--- config.mk ---
export PLATFORM = sky130hd
export DESIGN_NAME = gate_unit_arbiter
export DESIGN_NICKNAME = d
export VERILOG_FILES = /design/src/rtl/gate_unit_arbiter.sv
export SDC_FILE = /design/constraint.sdc
export NUM_CORES = 1
export LEC_CHECK = 0
export BUFFER_PORTS_ARGS = -buffer_cell sky130_fd_sc_hd__buf_2
export CAP_MARGIN = 20
export CORE_MARGIN = 5
export CORE_UTILIZATION = 38
export DETAILED_ROUTE_END_ITERATION = 12
export PLACE_DENSITY = 0.74
export SYNTH_ARGS = -nofsm -noshare
export SYNTH_HDL_FRONTEND = slang
export SYNTH_SLANG_ARGS = --single-unit
--- constraint.sdc ---
create_clock -name iClk -period 1.1 [get_ports iClk]
set_input_delay 0.055 -clock iClk [delete_from_list [all_inputs] [get_ports iClk]]
set_output_delay 0.055 -clock iClk [all_outputs]
set_load 0.05 [all_outputs]
--- src/rtl/gate_unit_arbiter.sv ---
// rtl/gate_unit_arbiter.sv - round-robin sharing of an external AND/OR/NOT gate unit between two requesters
module gate_unit_arbiter #(
  parameter int WIDTH = 1
) (
  input  logic             iClk,
  input  logic             iRst_n,
  input  logic             iReq0,
  input  logic [WIDTH-1:0] iA0,
  input  logic [WIDTH-1:0] iB0,
  input  logic [1:0]       iOp0,
  output logic             oGnt0,
  output logic [WIDTH-1:0] oRes0,
  output logic             oVld0,
  input  logic             iReq1,
  input  logic [WIDTH-1:0] iA1,
  input  logic [WIDTH-1:0] iB1,
  input  logic [1:0]       iOp1,
  output logic             oGnt1,
  output logic [WIDTH-1:0] oRes1,
  output logic             oVld1,
  output logic [WIDTH-1:0] oGateA,
  output logic [WIDTH-1:0] oGateB,
  input  logic [WIDTH-1:0] iGateAnd,
  input  logic [WIDTH-1:0] iGateOr,
  input  logic [WIDTH-1:0] iGateNot,
  output logic             oBusy
);

  typedef enum logic {IDLE = 1'b0, EVAL = 1'b1} state_t;

  state_t           r_state, w_state_nxt;
  logic             r_rr, w_rr_nxt;
  logic             r_owner, w_owner_nxt;
  logic [1:0]       r_op, w_op_nxt;
  logic [WIDTH-1:0] r_gate_a, w_gate_a_nxt;
  logic [WIDTH-1:0] r_gate_b, w_gate_b_nxt;
  logic [WIDTH-1:0] r_res0, w_res0_nxt;
  logic [WIDTH-1:0] r_res1, w_res1_nxt;
  logic             r_gnt0, w_gnt0_nxt;
  logic             r_gnt1, w_gnt1_nxt;
  logic             r_vld0, w_vld0_nxt;
  logic             r_vld1, w_vld1_nxt;
  logic             w_win;
  logic [WIDTH-1:0] w_sel;

  // Port 1 wins when it is the only requester, or on a tie when rr points at it.
  assign w_win = iReq1 & (~iReq0 | r_rr);

  always_comb begin
    w_sel = '0;
    case (r_op)
      2'b00:   w_sel = iGateAnd;
      2'b01:   w_sel = iGateOr;
      2'b10:   w_sel = iGateNot;
      default: w_sel = '0;
    endcase
  end

  always_comb begin
    w_state_nxt  = r_state;
    w_rr_nxt     = r_rr;
    w_owner_nxt  = r_owner;
    w_op_nxt     = r_op;
    w_gate_a_nxt = r_gate_a;
    w_gate_b_nxt = r_gate_b;
    w_res0_nxt   = r_res0;
    w_res1_nxt   = r_res1;
    w_gnt0_nxt   = 1'b0;
    w_gnt1_nxt   = 1'b0;
    w_vld0_nxt   = 1'b0;
    w_vld1_nxt   = 1'b0;
    case (r_state)
      IDLE: begin
        if (iReq0 || iReq1) begin
          w_owner_nxt  = w_win;
          w_op_nxt     = w_win ? iOp1 : iOp0;
          w_gate_a_nxt = w_win ? iA1 : iA0;
          w_gate_b_nxt = w_win ? iB1 : iB0;
          w_gnt0_nxt   = ~w_win;
          w_gnt1_nxt   = w_win;
          w_state_nxt  = EVAL;
        end
      end
      EVAL: begin
        if (r_owner) begin
          w_res1_nxt = w_sel;
          w_vld1_nxt = 1'b1;
        end else begin
          w_res0_nxt = w_sel;
          w_vld0_nxt = 1'b1;
        end
        w_rr_nxt    = ~r_owner;
        w_state_nxt = IDLE;
      end
      default: w_state_nxt = IDLE;
    endcase
  end

  always_ff @(posedge iClk or negedge iRst_n) begin
    if (!iRst_n) begin
      r_state  <= IDLE;
      r_rr     <= 1'b0;
      r_owner  <= 1'b0;
      r_op     <= 2'b00;
      r_gate_a <= '0;
      r_gate_b <= '0;
      r_res0   <= '0;
      r_res1   <= '0;
      r_gnt0   <= 1'b0;
      r_gnt1   <= 1'b0;
      r_vld0   <= 1'b0;
      r_vld1   <= 1'b0;
    end else begin
      r_state  <= w_state_nxt;
      r_rr     <= w_rr_nxt;
      r_owner  <= w_owner_nxt;
      r_op     <= w_op_nxt;
      r_gate_a <= w_gate_a_nxt;
      r_gate_b <= w_gate_b_nxt;
      r_res0   <= w_res0_nxt;
      r_res1   <= w_res1_nxt;
      r_gnt0   <= w_gnt0_nxt;
      r_gnt1   <= w_gnt1_nxt;
      r_vld0   <= w_vld0_nxt;
      r_vld1   <= w_vld1_nxt;
    end
  end

  assign oGnt0  = r_gnt0;
  assign oGnt1  = r_gnt1;
  assign oVld0  = r_vld0;
  assign oVld1  = r_vld1;
  assign oRes0  = r_res0;
  assign oRes1  = r_res1;
  assign oGateA = r_gate_a;
  assign oGateB = r_gate_b;
  assign oBusy  = (r_state == EVAL);

endmodule

==> results_dict.tcl <==
set metrics [dict create \
    tritoncts "yes" \
    place_area_um2 701.9 \
    synth_cell_types 19 \
    ys_seq_elements 13 \
    fp.coreArea_um2 1301 \
    period_share 1.023 \
    hold_viol_final 0 \
    ios 24 \
    critPathRequiredTime_ns 1.26 \
    drv_slew 0 \
    cp-start-kind "flop" \
    vias_per_cell 4.914 \
    reg2reg_depth 4 \
    syn-instance-count 44 \
    syn_area_per_cell_um2 11.80 \
    timing.rr.start "oBusy" \
    grt_setup_unrepaired "true" \
    num_rows 13 \
    worstPathMaxFanout 5 \
    port_buffers 23 \
    grt_pass1_vias 482 \
    drt-initial-drc-count 10 \
    cts_htree_levels 1 \
    track_usage 0.1250 \
    syn_area_um2 519.2 \
    die_area_um2 2206 \
    p_leak_uw 0.0003903 \
    initial_utilization 0.3990 \
    vias 457 \
    cts_made_buffers 3 \
    ys_seq_area_frac 0.6265 \
    postRouteAntennaNets 0 \
    cp.arrival_ns 1.28 \
    hold_depth 2 \
    die_x_um 46.97 \
    antenna_cells 0 \
    clkTransAtPathRegs_ns 0.07 \
    violations "negative setup slack" \
    grt_max_degree 14 \
    r2r_end "oGateB" \
    worstSetupEndpointType "flop" \
    hold_class "primary input to flop" \
    grt_pass1_wl_mm 1.876 \
    design_area_um2 774.5 \
    antenna_found_initial 0 \
    routedWlPerCell_um 13.33 \
    areaGrowthSynthToFinish_pct 49.16 \
    clock.fmax_mhz 888.3 \
    cts_sinks 13 \
    finalWirelength_mm 1.240 \
    relSlewSlack 0.8103 \
    hold_path_end "r_op[0]" \
    fin_crit_ns 1.126 \
    crit_type "flop to flop" \
    hp-start "iOp0[0]" \
    dp_cells 87 \
    maxCapViolCount 0 \
    drcViolationCount 0 \
    worst_slew_pin_slew_ns 0.2846 \
    cts_buffer_depth 2 \
    layout.nets 94 \
    ys.warnings.count 0 \
    synth_fp_nets 59 \
    fin_ws_ns -0.02580 \
    final.setup_skew_ns 0.001183 \
    setup-violations-final 4 \
    place.gp.congestion 0.7692 \
    clkLatencyLatePin_ns 0.27 \
    drive_above_1_share 0.5385 \
    status "finished, violations left" \
    instances_no_fill 93 \
    clockRootBuffer "clkbuf_4" \
    hpwlAfterDp_um 946.6 \
    drt_pass1_iterations 4 \
    rrSetupSlack_ns -0.03 \
    ir_drop_uv 1506 \
    grt-ovfl-total 0 \
    power.density_nw_per_um2 2064 \
    die_y_um 46.97 \
]
==> worst max-delay path by stage <==
stage / from / end / slack [ns]
floorplan: oBusy / r_op[0] / -0.15
global placement: oBusy / r_op[0] / 0.01
detailed placement: oBusy / r_op[0] / -0.02
CTS: oBusy / r_op[0] / -0.02
global route: oBusy / r_op[0] / -0.06
finish: oBusy / oGateB / -0.03
==> sequential cells by signal, summed over array words and instances (netlist names) <==
name     flops
oRes0        1
oVld0        1
r_op         2
r_rr         1
r_owner      1
oRes1        1
oGnt1        1
oVld1        1
oGnt0        1
oGateB       1
oGateA       1
oBusy        1
==> logic make-up after synthesis <==
logic type | count (synthesis) | share of synthesized area
AOI/OAI and AO/OA | 14 | 0.1711
DFF | 13 | 0.6265
and+or+nand+nor | 12 | 0.1253
muxes | 3 | 0.06265
buffers and inverters | 2 | 0.01446
==> power breakdown <==
| part | total, uW | switching [uW] | internal [uW] | leakage, uW |
|---|---|---|---|---|
| registers | 646 | 57.0 | 589 | 0.000156 |
| clock network | 283 | 143 | 140 | 0.0000150 |
| logic | 669 | 437 | 232 | 0.000219 |
| total | 1600 | 637 | 961 | 0.000390 |
==> synthesized netlist by cell type (all sizes together) <==
cell,number,area share
and2b,1,0.014
nand2,1,0.0072
a21o,1,0.014
and2,2,0.024
mux2,2,0.043
a31oi,3,0.036
o21bai,1,0.022
inv,2,0.014
a21oi,4,0.039
o21ai,3,0.029
nand2b,1,0.012
nor2,5,0.036
nor2b,1,0.012
o22ai,1,0.012
a221o,1,0.019
nor3,1,0.019
mux2i,1,0.019
dfrtp,13,0.63
==> area by class of cell <==
class | count | area, um2
Timing Repair Buffer | 30 | 176.4
Tap cell | 15 | 18.77
Inverter | 2 | 10.01
Multi-Input combinational cell | 29 | 216.5
Clock buffer | 4 | 26.28
Sequential cell | 13 | 326.6
Fill cell | 122 | 526.8
==> worst max-delay path: stages, from the launching register on <==
cell and delay, ns:
dfrtp_2 0.43, o21bai_4 0.19, buf_4 0.17, a31oi_1 0.15, a21oi_1 0.08
==> cell usage in the layout, fill, tap and decap left out <==
master / netlist / layout
a31oi_4: 0 / 1
inv_1: 2 / 1
a31oi_1: 3 / 2
a21oi_1: 4 / 4
buf_6: 0 / 1
dfrtp_2: 0 / 1
buf_2: 0 / 22
nand2b_2: 0 / 1
dlygate4sd3_1: 0 / 1
clkbuf_1: 0 / 1
buf_4: 0 / 6
o21ai_0: 3 / 3
and2_1: 1 / 1
mux2i_1: 1 / 1
a21o_1: 1 / 1
o22ai_1: 1 / 1
and2_4: 0 / 1
a221o_1: 1 / 1
dfrtp_1: 13 / 12
mux2_2: 2 / 2
nor3_2: 1 / 1
clkbuf_4: 0 / 3
o21bai_4: 0 / 1
nor2_1: 5 / 5
and2b_1: 1 / 1
inv_4: 0 / 1
nor2b_2: 0 / 1
nand2_1: 1 / 1
==> metrics by stage <==
stage | hold slack (ns) | setup slack, ns | power (uW) | utilization | TNS [ns]
after global placement | -0.05161 | 0.01254 | 1278 | 0.5394 | 0
final | 0.02871 | -0.02580 | 1598 | 0.5952 | -0.07833
after global routing | 0.02319 | -0.05595 | 1707 | 0.5952 | -0.2632
after detailed placement | -0.04562 | -0.01785 | 1288 | 0.5394 | -0.03319
after CTS | 0.02530 | -0.02179 | 1593 | 0.5750 | -0.02179
after floorplan | -0.2406 | -0.1476 | 1092 | - | -0.3282
==> repair_timing <==
action | in CTS | in global routing
resized for setup | 2 | 6
setup endpoints to repair | 5 | 8
buffers inserted | 1 | 0
pin swaps | 1 | 1
gates cloned | 0 | 0
hold endpoints to repair | 13 | 0
hold buffers | 1 | 0
==> routing by layer <==
| layer | global-route usage | up-vias | wire length, um |
|---|---|---|---|
| met3 | 0.03831 | 2 | 93 |
| met4 | 0.06630 | 0 | 15 |
| met5 | 0 | - | 0 |
| li1 | - | 227 | - |
| met2 | 0.2033 | 20 | 610 |
| met1 | 0.1473 | 208 | 520 |
Note: power is estimated with default switching activity, not from simulation.
